===== src/rtl/parity_gen_check.sv =====
// Streaming even/odd parity generator and checker.
// One registered valid/ready stage plus a saturating error counter.
module parity_gen_check #(
  parameter int DATA_W = 8,
  parameter int CNT_W  = 8
) (
  input  logic              Clk,
  input  logic              Rst_n,
  input  logic              Mode_Odd,
  input  logic              Mode_Check,
  input  logic              In_Valid,
  output logic              In_Ready,
  input  logic [DATA_W:0]   In_Data,
  output logic              Out_Valid,
  input  logic              Out_Ready,
  output logic [DATA_W:0]   Out_Data,
  output logic              Out_Err,
  output logic [CNT_W-1:0]  Err_Count,
  input  logic              Err_Clr
);

  localparam logic [CNT_W-1:0] CNT_MAX = '1;

  logic            accept;
  logic            gen_par;
  logic            chk_err;
  logic [DATA_W:0] nxt_data;
  logic            nxt_err;

  assign In_Ready = !Out_Valid || Out_Ready;
  assign accept   = In_Valid && In_Ready;

  assign gen_par = (^In_Data[DATA_W-1:0]) ^ Mode_Odd;
  assign chk_err = (^In_Data) ^ Mode_Odd;

  always_comb begin
    nxt_data = {gen_par, In_Data[DATA_W-1:0]};
    nxt_err  = 1'b0;
    unique case (1'b1)
      Mode_Check: begin
        nxt_data = In_Data;
        nxt_err  = chk_err;
      end
      default: ;
    endcase
  end

  // A pop without a fresh accept empties the stage.
  always_ff @(posedge Clk) begin
    if (!Rst_n) begin
      Out_Valid <= 1'b0;
      Out_Data  <= '0;
      Out_Err   <= 1'b0;
    end else if (accept) begin
      Out_Valid <= 1'b1;
      Out_Data  <= nxt_data;
      Out_Err   <= nxt_err;
    end else if (Out_Ready) begin
      Out_Valid <= 1'b0;
    end
  end

  always_ff @(posedge Clk) begin
    if (!Rst_n || Err_Clr) begin
      Err_Count <= '0;
    end else if (accept && nxt_err
                 && Err_Count != CNT_MAX) begin
      Err_Count <= Err_Count + CNT_W'(1);
    end
  end

endmodule


===== config.mk =====
export PLATFORM = sky130hd
export DESIGN_NAME = parity_gen_check
export DESIGN_NICKNAME = d
export VERILOG_FILES = /design/src/rtl/parity_gen_check.sv
export SDC_FILE = /design/constraint.sdc
export NUM_CORES = 1
export LEC_CHECK = 0
export BUFFER_PORTS_ARGS = -buffer_cell sky130_fd_sc_hd__buf_2
export CORE_MARGIN = 4
export CORE_UTILIZATION = 47
export CTS_CLUSTER_DIAMETER = 50
export DETAILED_ROUTE_END_ITERATION = 10
export HOLD_SLACK_MARGIN = 0.03
export PLACE_DENSITY = 0.83
export SYNTH_ARGS = -nofsm -noshare
export SYNTH_HDL_FRONTEND = slang
export SYNTH_SLANG_ARGS = --single-unit

===== constraint.sdc =====
create_clock -name Clk -period 2.16 [get_ports Clk]
set_input_delay 0.432 -clock Clk [delete_from_list [all_inputs] [get_ports Clk]]
set_output_delay 0.432 -clock Clk [all_outputs]
set_load 0.01 [all_outputs]

# Word-level counts from Yosys, hierarchy flattened
# Index checks and enable logic that the tools add are counted.
# word_totals
register_bits,19
input_bits,16
out_inout_bits,20
word_cells,22
# classes
addsub,1
n_eq_ne,1
mux,4
bitwise,2
n_reduce_logical,10
# op_table
operator,count
$mux W9,1
$reduce_xor A9 Y1,1
$add A8 B1 Y8 const B,1
$ne A8 B8 Y1 const B,1
$reduce_xor A8 Y1,1
$logic_and A1 B1 Y1,3
$mux W1,3
$logic_not A1 Y1,2
$logic_or A1 B1 Y1,2
$reduce_bool A2 Y1,1
$xor A1 B1 Y1,2

# Depth between registers and ports, before layout
# Gate-level depths: netlist (run 1).
# depth
depth_word,5
mapped_depth,6
depth_no_buf,6

# Worst setup path before layout (run 1)
# No wires, ideal clock.
# synth_path
path_type,input port to flip-flop
startpoint,input port In_Data[5]
endpoint,register Err_Count[5]
setup_time_ns,0.070
arrival_ns,1.826
t_required_ns,2.090
path_slack_ns,0.264
path_stages,5
path_buffers,0
cell_sequence,xor2_1 -> xnor3_2 -> xnor2_1 -> or4_1 -> a21oi_1
# synth_via
elab_chain_cells,5
# synth_rtl
item,line_no,text
start: declaration,13,"input logic [DATA_W:0] In_Data,"
$reduce_xor A9 Y1,34,assign chk_err = (^In_Data) ^ Mode_Odd;
$xor A1 B1 Y1,34,
$mux W1,39,unique case (1'b1)
$logic_and A1 B1 Y1,66,end else if (accept && nxt_err
$logic_and A1 B1 Y1,67,&& Err_Count != CNT_MAX) begin
end signal: assignment,68,Err_Count <= Err_Count + CNT_W'(1);
end: declaration,18,"output logic [CNT_W-1:0] Err_Count,"
# Every way passes these cells.
# A chain may end at the register's enable or synchronous reset.

# Worst setup path in the final report (run 1)
# layout_path
startpoint,input port In_Data[4]
endpoint,register Err_Count[0]
# Same word-level chain as after synthesis.

==> results of run 1 <==
## cell usage in the layout, fill, tap and decap left out, drive strengths merged
cell type	count
o31ai	3
mux2i	1
o21a	2
o31a	1
or3	3
nor2b	1
and2	3
o211a	1
nand3	1
nand2	24
nor3	2
or2b	1
buf	37
or4	2
inv	4
a21oi	4
ha	1
a221oi	1
xor2	2
nand4	2
dfxtp	19
nand2b	1
a21boi	9
and4	2
o211ai	3
xnor2	4
nor2	2
xnor3	2
clkbuf	4
o21ai	3
o311ai	1
and3	1
## kinds of logic after synthesis
group	count (synthesis)	synth area share
mux	1	0.01026
flops	19	0.3897
xor+xnor	8	0.1103
buf+inv	7	0.03461
simple gates	45	0.2321
compound gates	28	0.2102
fa+ha+maj	1	0.01282
## report_power, final
group	switching, µW	internal, µW
sequential	7.10	365
combinational	108	94.5
clock	106	72.0
total	221	532
## area by class of cell
type	count	area share
Inverter	4	0.01244
Tap cell	27	0.02798
Timing Repair Buffer	37	0.1575
Clock buffer	4	0.02176
Multi-Input combinational cell	83	0.4653
Sequential cell	19	0.3150
## metal layers
metal	up-vias	wire length, µm	track usage	part of all wire
met5	-	0	0	0
met1	411	944	0.1983	0.44
met4	0	34	0.07234	0.016
met2	39	1019	0.3163	0.47
li1	464	-	-	-
met3	3	160	0.02770	0.074
## worst max path at each step
stage	from	to	slack, ns	cells past startpoint
4_1_cts	Err_Count[3]$_SDFFE_PP0P_	Err_Count[0]$_SDFFE_PP0P_	0.19	5
3_3_place_gp	In_Data[4]	Err_Count[5]$_SDFFE_PP0P_	0.03	7
6_report	In_Data[4]	Err_Count[0]$_SDFFE_PP0P_	0.30	7
5_1_grt	In_Data[4]	Err_Count[5]$_SDFFE_PP0P_	0.19	7
3_5_place_dp	In_Data[4]	Err_Count[5]$_SDFFE_PP0P_	0.0007	7
2_1_floorplan	In_Data[5]	Err_Count[5]$_SDFFE_PP0P_	0.26	5
## state kept, by name, indices dropped and copies added, names as in the netlist
name	count
Out_Err	1
Out_Data	9
Err_Count	8
Out_Valid	1
## stage by stage
| stage | instances | utilization | total power, µW | area [µm²] | hold WS (ns) |
|---|---|---|---|---|---|
| floorplan | 109 | - | 519.4 | 975.9 | 0.4876 |
| global placement | 170 | 0.6020 | 574.8 | 1181 | 0.4468 |
| detailed placement | 170 | 0.6020 | 582.9 | 1181 | 0.4521 |
| CTS | 174 | 0.6154 | 761.8 | 1207 | 0.3780 |
| global route | 174 | 0.6154 | 795.9 | 1207 | 0.3938 |
| finish | 174 | 0.6154 | 753.0 | 1207 | 0.3789 |
## worst min-delay path, stage by stage
cell and delay, ns:
buf_2 0.11, nand2_1 0.04, a21boi_0 0.06
## what timing repair did
| action | CTS | global route |
|---|---|---|
| endpoints found under the setup margin | 0 | 1 |
| buffers inserted | 0 | 0 |
| resized for setup | 0 | 1 |
| endpoints found under the hold margin | 0 | 0 |
==> run_results.csv, run 1 <==
group,metric,value,unit
timing,fin_crit,1.855,ns
grt,antenna_found_initial,0,
layout,n_antenna_cell,0,
worst_setup_path,critPathSlowestCell,"xnor3_2",
logic_synthesis,synth_cells,109,
routing,vias,917,
layout,fillers,207,
worst_setup_path,crit_arrival,2.08,ns
die,die_x,53.57,µm
placed_design,finalWeightedCongestion,0.8536,
power,cellLeakagePower,0.0005261,µW
routing,dr.pass1.iters,4,
min_path,hold_path_depth,3,
worst_setup_path,worst-path-buf-inv,2,
die,rows,16,
min_path,min_from,"In_Data[1]",
worst_setup_path,required,2.39,ns
placed_design,hpwl,1711,µm
logic_synthesis,synth-edff-count,0,
timing,slew_headroom,0.5958,
power,power.density,623.7,mW/mm²
logic_synthesis,ys_seq_area_frac,0.3897,
layout,syn2layout_area_growth,23.72,%
grt,first_global_vias,901,
run_status,status,"completed",
worst_setup_path,r2r_slack,0.39,ns
clock_network,insertion_delay,0.30,ns
timing,setup_tns,0,ns
routing,wl_per_cell,12.40,µm
layout,drive_above_1_share,0.3197,
logic_synthesis,synth_ff_type,"dfxtp_1",
worst_setup_path,cp_top_family,"XOR/XNOR gates",
worst_setup_path,crit_chain,"buf_2 -> xor2_1 -> xnor3_2 -> xnor2_1 -> buf_4 -> or3_2 -> a21oi_1",
logic_synthesis,synth_top_area_share,0.3897,
routing,ant_nets,0,
timing,setup-violations-final,0,
layout,multiInputGateArea,561.8,µm²
placed_design,dp_slack,0.0006897,ns
die,dieArea,0.002870,mm²
die,core,0.001962,mm²
logic_synthesis,synth_area_leader_cell,"dfxtp_1",
logic_synthesis,ys_ff_latch,19,
clock_network,cts_hold_buffers,0,
logic_synthesis,synth_most_common_cell,"nand2_1",
worst_setup_path,crit_type,"input port to flop",
die,pin_count,36,
clock_network,clock_tree.root_cell,"clkbuf_4",
timing,slew_violations,0,
timing,post-route-period-util,0.8589,
worst_setup_path,cp_max_fo,11,
timing,grt_setup_unrepaired,"false",
logic_synthesis,synth_common_cells,"nand2_1 (24), dfxtp_1 (19), a21boi_0 (9)",
layout,seq_area,380.4,µm²
logic_synthesis,syn_avg_cell_area,8.954,µm²
timing,worst_pin_slew,0.5969,ns
worst_setup_path,r2r-start,"Err_Count[3]$_SDFFE_PP0P_",
min_path,hold_path.class,"input port to flop",
die,start_util,0.4974,
worst_setup_path,ff2ff_path_depth,5,
grt,grt_max_degree,14,
logic_synthesis,ys_types,37,
timing,fin_worst_skew,0.005824,ns
worst_setup_path,end_kind,"flop",
job,drv_cap,0,
clock_network,h-tree-depth,1,
routing,drc,0,
logic_synthesis,synthesis.area,975.9,µm²
clock_network,cts_made_buffers,3,
logic_synthesis,synth_area_leaders,"dfxtp_1 (39%), nand2_1 (9.2%), a21boi_0 (6.9%)",
clock_network,ctsLongestPathBuffers,2,
timing,finalWorstSetupSlack,0.3048,ns
routing,drt_iter0_markers,16,
routing,wirelength,2158,µm
logic_synthesis,syn_nets,126,
power,ir_worst_vdd,0.3623,mV
worst_setup_path,r2r_end,"Err_Count[0]$_SDFFE_PP0P_",
grt,grt_usage,0.1734,
grt,grt.overflow.total,0,
clock_network,cts_tree,"done",
clock_network,cts_sinks,19,
die,die_h,53.57,µm
logic_synthesis,yosys_warnings,0,
clock_network,clk_pin_slew,0.10,ns
timing,final_hold_viol_count,0,
worst_setup_path,cp-start-kind,"input port",
min_path,holdPathEnd,"Out_Data[1]$_SDFFE_PN0P_",
layout,nets,165,
grt,grt_pass1_wl,3732,µm
timing,fmax,0.5390,GHz
routing,viasPerCell,5.270,
logic_synthesis,async_flop_share,0,
worst_setup_path,cpPeakStageDelay,0.46,ns
placed_design,portBuffers,35,
(Power assumes the default switching activity.)
==> run 2: changes to the inputs <==
--- a/config.mk
+++ b/config.mk
@@ -7,11 +7,12 @@
 export LEC_CHECK = 0
 export BUFFER_PORTS_ARGS = -buffer_cell sky130_fd_sc_hd__buf_2
 export CORE_MARGIN = 4
-export CORE_UTILIZATION = 47
+export CORE_UTILIZATION = 50
+export CTS_BUF_LIST = sky130_fd_sc_hd__clkbuf_4 sky130_fd_sc_hd__clkbuf_8
 export CTS_CLUSTER_DIAMETER = 50
 export DETAILED_ROUTE_END_ITERATION = 10
 export HOLD_SLACK_MARGIN = 0.03
-export PLACE_DENSITY = 0.83
+export PLACE_DENSITY = 0.87
 export SYNTH_ARGS = -nofsm -noshare
 export SYNTH_HDL_FRONTEND = slang
 export SYNTH_SLANG_ARGS = --single-unit
==> run 2 against run 1 <==
  * Via count stayed put
  * Final cell count decreased by 1.1%
  * Largest power group unchanged
  * Clock power about the same
  * Critical endpoint is now Err_Count[5]$_SDFFE_PP0P_
  * Sequential power about the same
  * Core utilization up 6.1 points
==> run_results.csv, run 2 (synthesis gave the netlist of run 1 again) <==
group,metric,value,unit
grt,antenna_found_initial,0,
worst_setup_path,cp_max_fo,11,
timing,fin_worst_skew,0.008938,ns
timing,final_hold_viol_count,0,
clock_network,clk_pin_slew,0.11,ns
timing,slew_headroom,0.4918,
timing,worst_pin_slew,0.7528,ns
clock_network,clock_tree.root_cell,"clkbuf_4",
die,start_util,0.5474,
worst_setup_path,crit_arrival,2.12,ns
routing,ant_nets,0,
timing,fmax,0.5319,GHz
routing,drt_iter0_markers,15,
layout,nets,165,
timing,finalWorstSetupSlack,0.2800,ns
placed_design,dp_slack,-0.02574,ns
power,ir_worst_vdd,0.5207,mV
die,die_x,52.18,µm
timing,post-route-period-util,0.8704,
placed_design,place_inst,168,
clock_network,ctsLongestPathBuffers,2,
clock_network,cts_made_buffers,3,
layout,fillers,141,
layout,top_register,"Out_Data",
routing,dr.pass1.iters,6,
clock_network,cts_tree,"done",
layout,n_antenna_cell,0,
layout,final_cell_mix,"buf_2 (35), nand2_1 (24), dfxtp_1 (19)",
clock_network,cts_hold_buffers,0,
worst_setup_path,cp-start-kind,"input port",
placed_design,hpwl,1795,µm
routing,viasPerCell,5.331,
layout,final_common_cell,"buf_2",
grt,grt_max_degree,14,
grt,grt_usage,0.1843,
placed_design,finalWeightedCongestion,0.7891,
die,dieArea,0.002723,mm²
die,core,0.001783,mm²
layout,syn2layout_area_growth,23.59,%
routing,vias,917,
worst_setup_path,r2r-start,"Err_Count[3]$_SDFFE_PP0P_",
layout,multiInputGateArea,561.8,µm²
clock_network,post_cts_resized,0,
grt,grt.overflow.total,0,
worst_setup_path,cpPeakStageDelay,0.50,ns
min_path,hold_path.class,"input port to flop",
job,drv_cap,0,
worst_setup_path,critical_path.startpoint,"In_Data[4]",
worst_setup_path,crit_type,"input port to flop",
min_path,min_from,"In_Valid",
timing,holdWs,0.3885,ns
layout,top_regs,"Out_Data x9, Err_Count x8",
timing,grt_setup_unrepaired,"false",
routing,wl_per_cell,13.33,µm
worst_setup_path,crit_chain,"buf_2 -> xor2_1 -> xnor3_2 -> xnor2_1 -> buf_4 -> or4_1 -> a21oi_1",
placed_design,portBuffers,35,
layout,fin_cells,172,
worst_setup_path,critPathSlowestCell,"or4_1",
layout,largest_register_ffs,9,
timing,fin_crit,1.880,ns
timing,setup-violations-final,0,
routing,wirelength,2293,µm
grt,first_global_vias,945,
clock_network,post_cts_buffers,0,
power,power.density,629.4,mW/mm²
timing,slew_violations,0,
die,die_h,52.18,µm
clock_network,insertion_delay,0.30,ns
run_status,status,"completed",
worst_setup_path,required,2.40,ns
worst_setup_path,end_kind,"flop",
clock_network,cts_sinks,19,
grt,grt_pass1_wl,3795,µm
layout,post-route-util,0.6765,
clock_network,h-tree-depth,1,
layout,drive_above_1_share,0.3265,
die,pin_count,36,
die,rows,15,
layout,seq_area,380.4,µm²
routing,drc,0,
power,cellLeakagePower,0.0005286,µW
-- run 2: changes by cell type in the layout (fill, tap and decap cells not counted), sizes merged --
cell    previous run  this run
clkbuf             4         3
clkinv             0         1
-- run 2: path summary, 6_finish.rpt --
kind	endpoint	slack [ns]	cells past startpoint
worst min-delay path	Out_Valid$_SDFFE_PN0P_	0.39	3
worst max register to register	Err_Count[0]$_SDFFE_PP0P_	0.30	5
worst min register to register	Out_Data[7]$_SDFFE_PN0P_	0.48	2
worst max-delay path	Err_Count[5]$_SDFFE_PP0P_	0.28	7
-- run 2: worst max-delay path: cells and delay by family --
kind / cells / cell delay [ns]
and+or+nand+nor: 1 / 0.50
AOI/OAI and AO/OA: 1 / 0.15
buffers and inverters: 2 / 0.28
xor gates and xnor gates: 3 / 0.76
-- run 2: stage by stage --
stage / setup TNS (ns) / total power (µW) / instance area (µm²)
2_1_floorplan: 0 / 519.4 / 975.9
6_report: 0 / 759.2 / 1206
5_1_grt: 0 / 807.2 / 1206
3_3_place_gp: 0 / 573.7 / 1179
3_5_place_dp: -0.04361 / 585.7 / 1179
4_1_cts: 0 / 763.6 / 1206
-- run 2: power breakdown --
| part | switching [µW] | leakage (µW) | total, µW | internal [µW] |
|---|---|---|---|---|
| clock network | 110 | 0.0000177 | 179 | 68.9 |
| logic | 113 | 0.000356 | 207 | 94.5 |
| registers | 7.60 | 0.000155 | 373 | 365 |
-- run 2: final cells by class --
| type | count | share of cell area |
|---|---|---|
| clock buffer | 3 | 0.01867 |
| tap | 25 | 0.02593 |
| timing repair buffer | 37 | 0.1577 |
| clock inverter | 1 | 0.004149 |
| inverter | 4 | 0.01245 |
| multi-input combinational | 83 | 0.4658 |
| sequential | 19 | 0.3154 |
-- run 2: per-layer routing --
layer,share of wire,vias to the layer above,global-route usage
met3,0.057,2,0.04843
met2,0.54,23,0.3473
met5,0,-,0
li1,-,461,-
met1,0.40,431,0.1912
met4,0.0074,0,0.07234
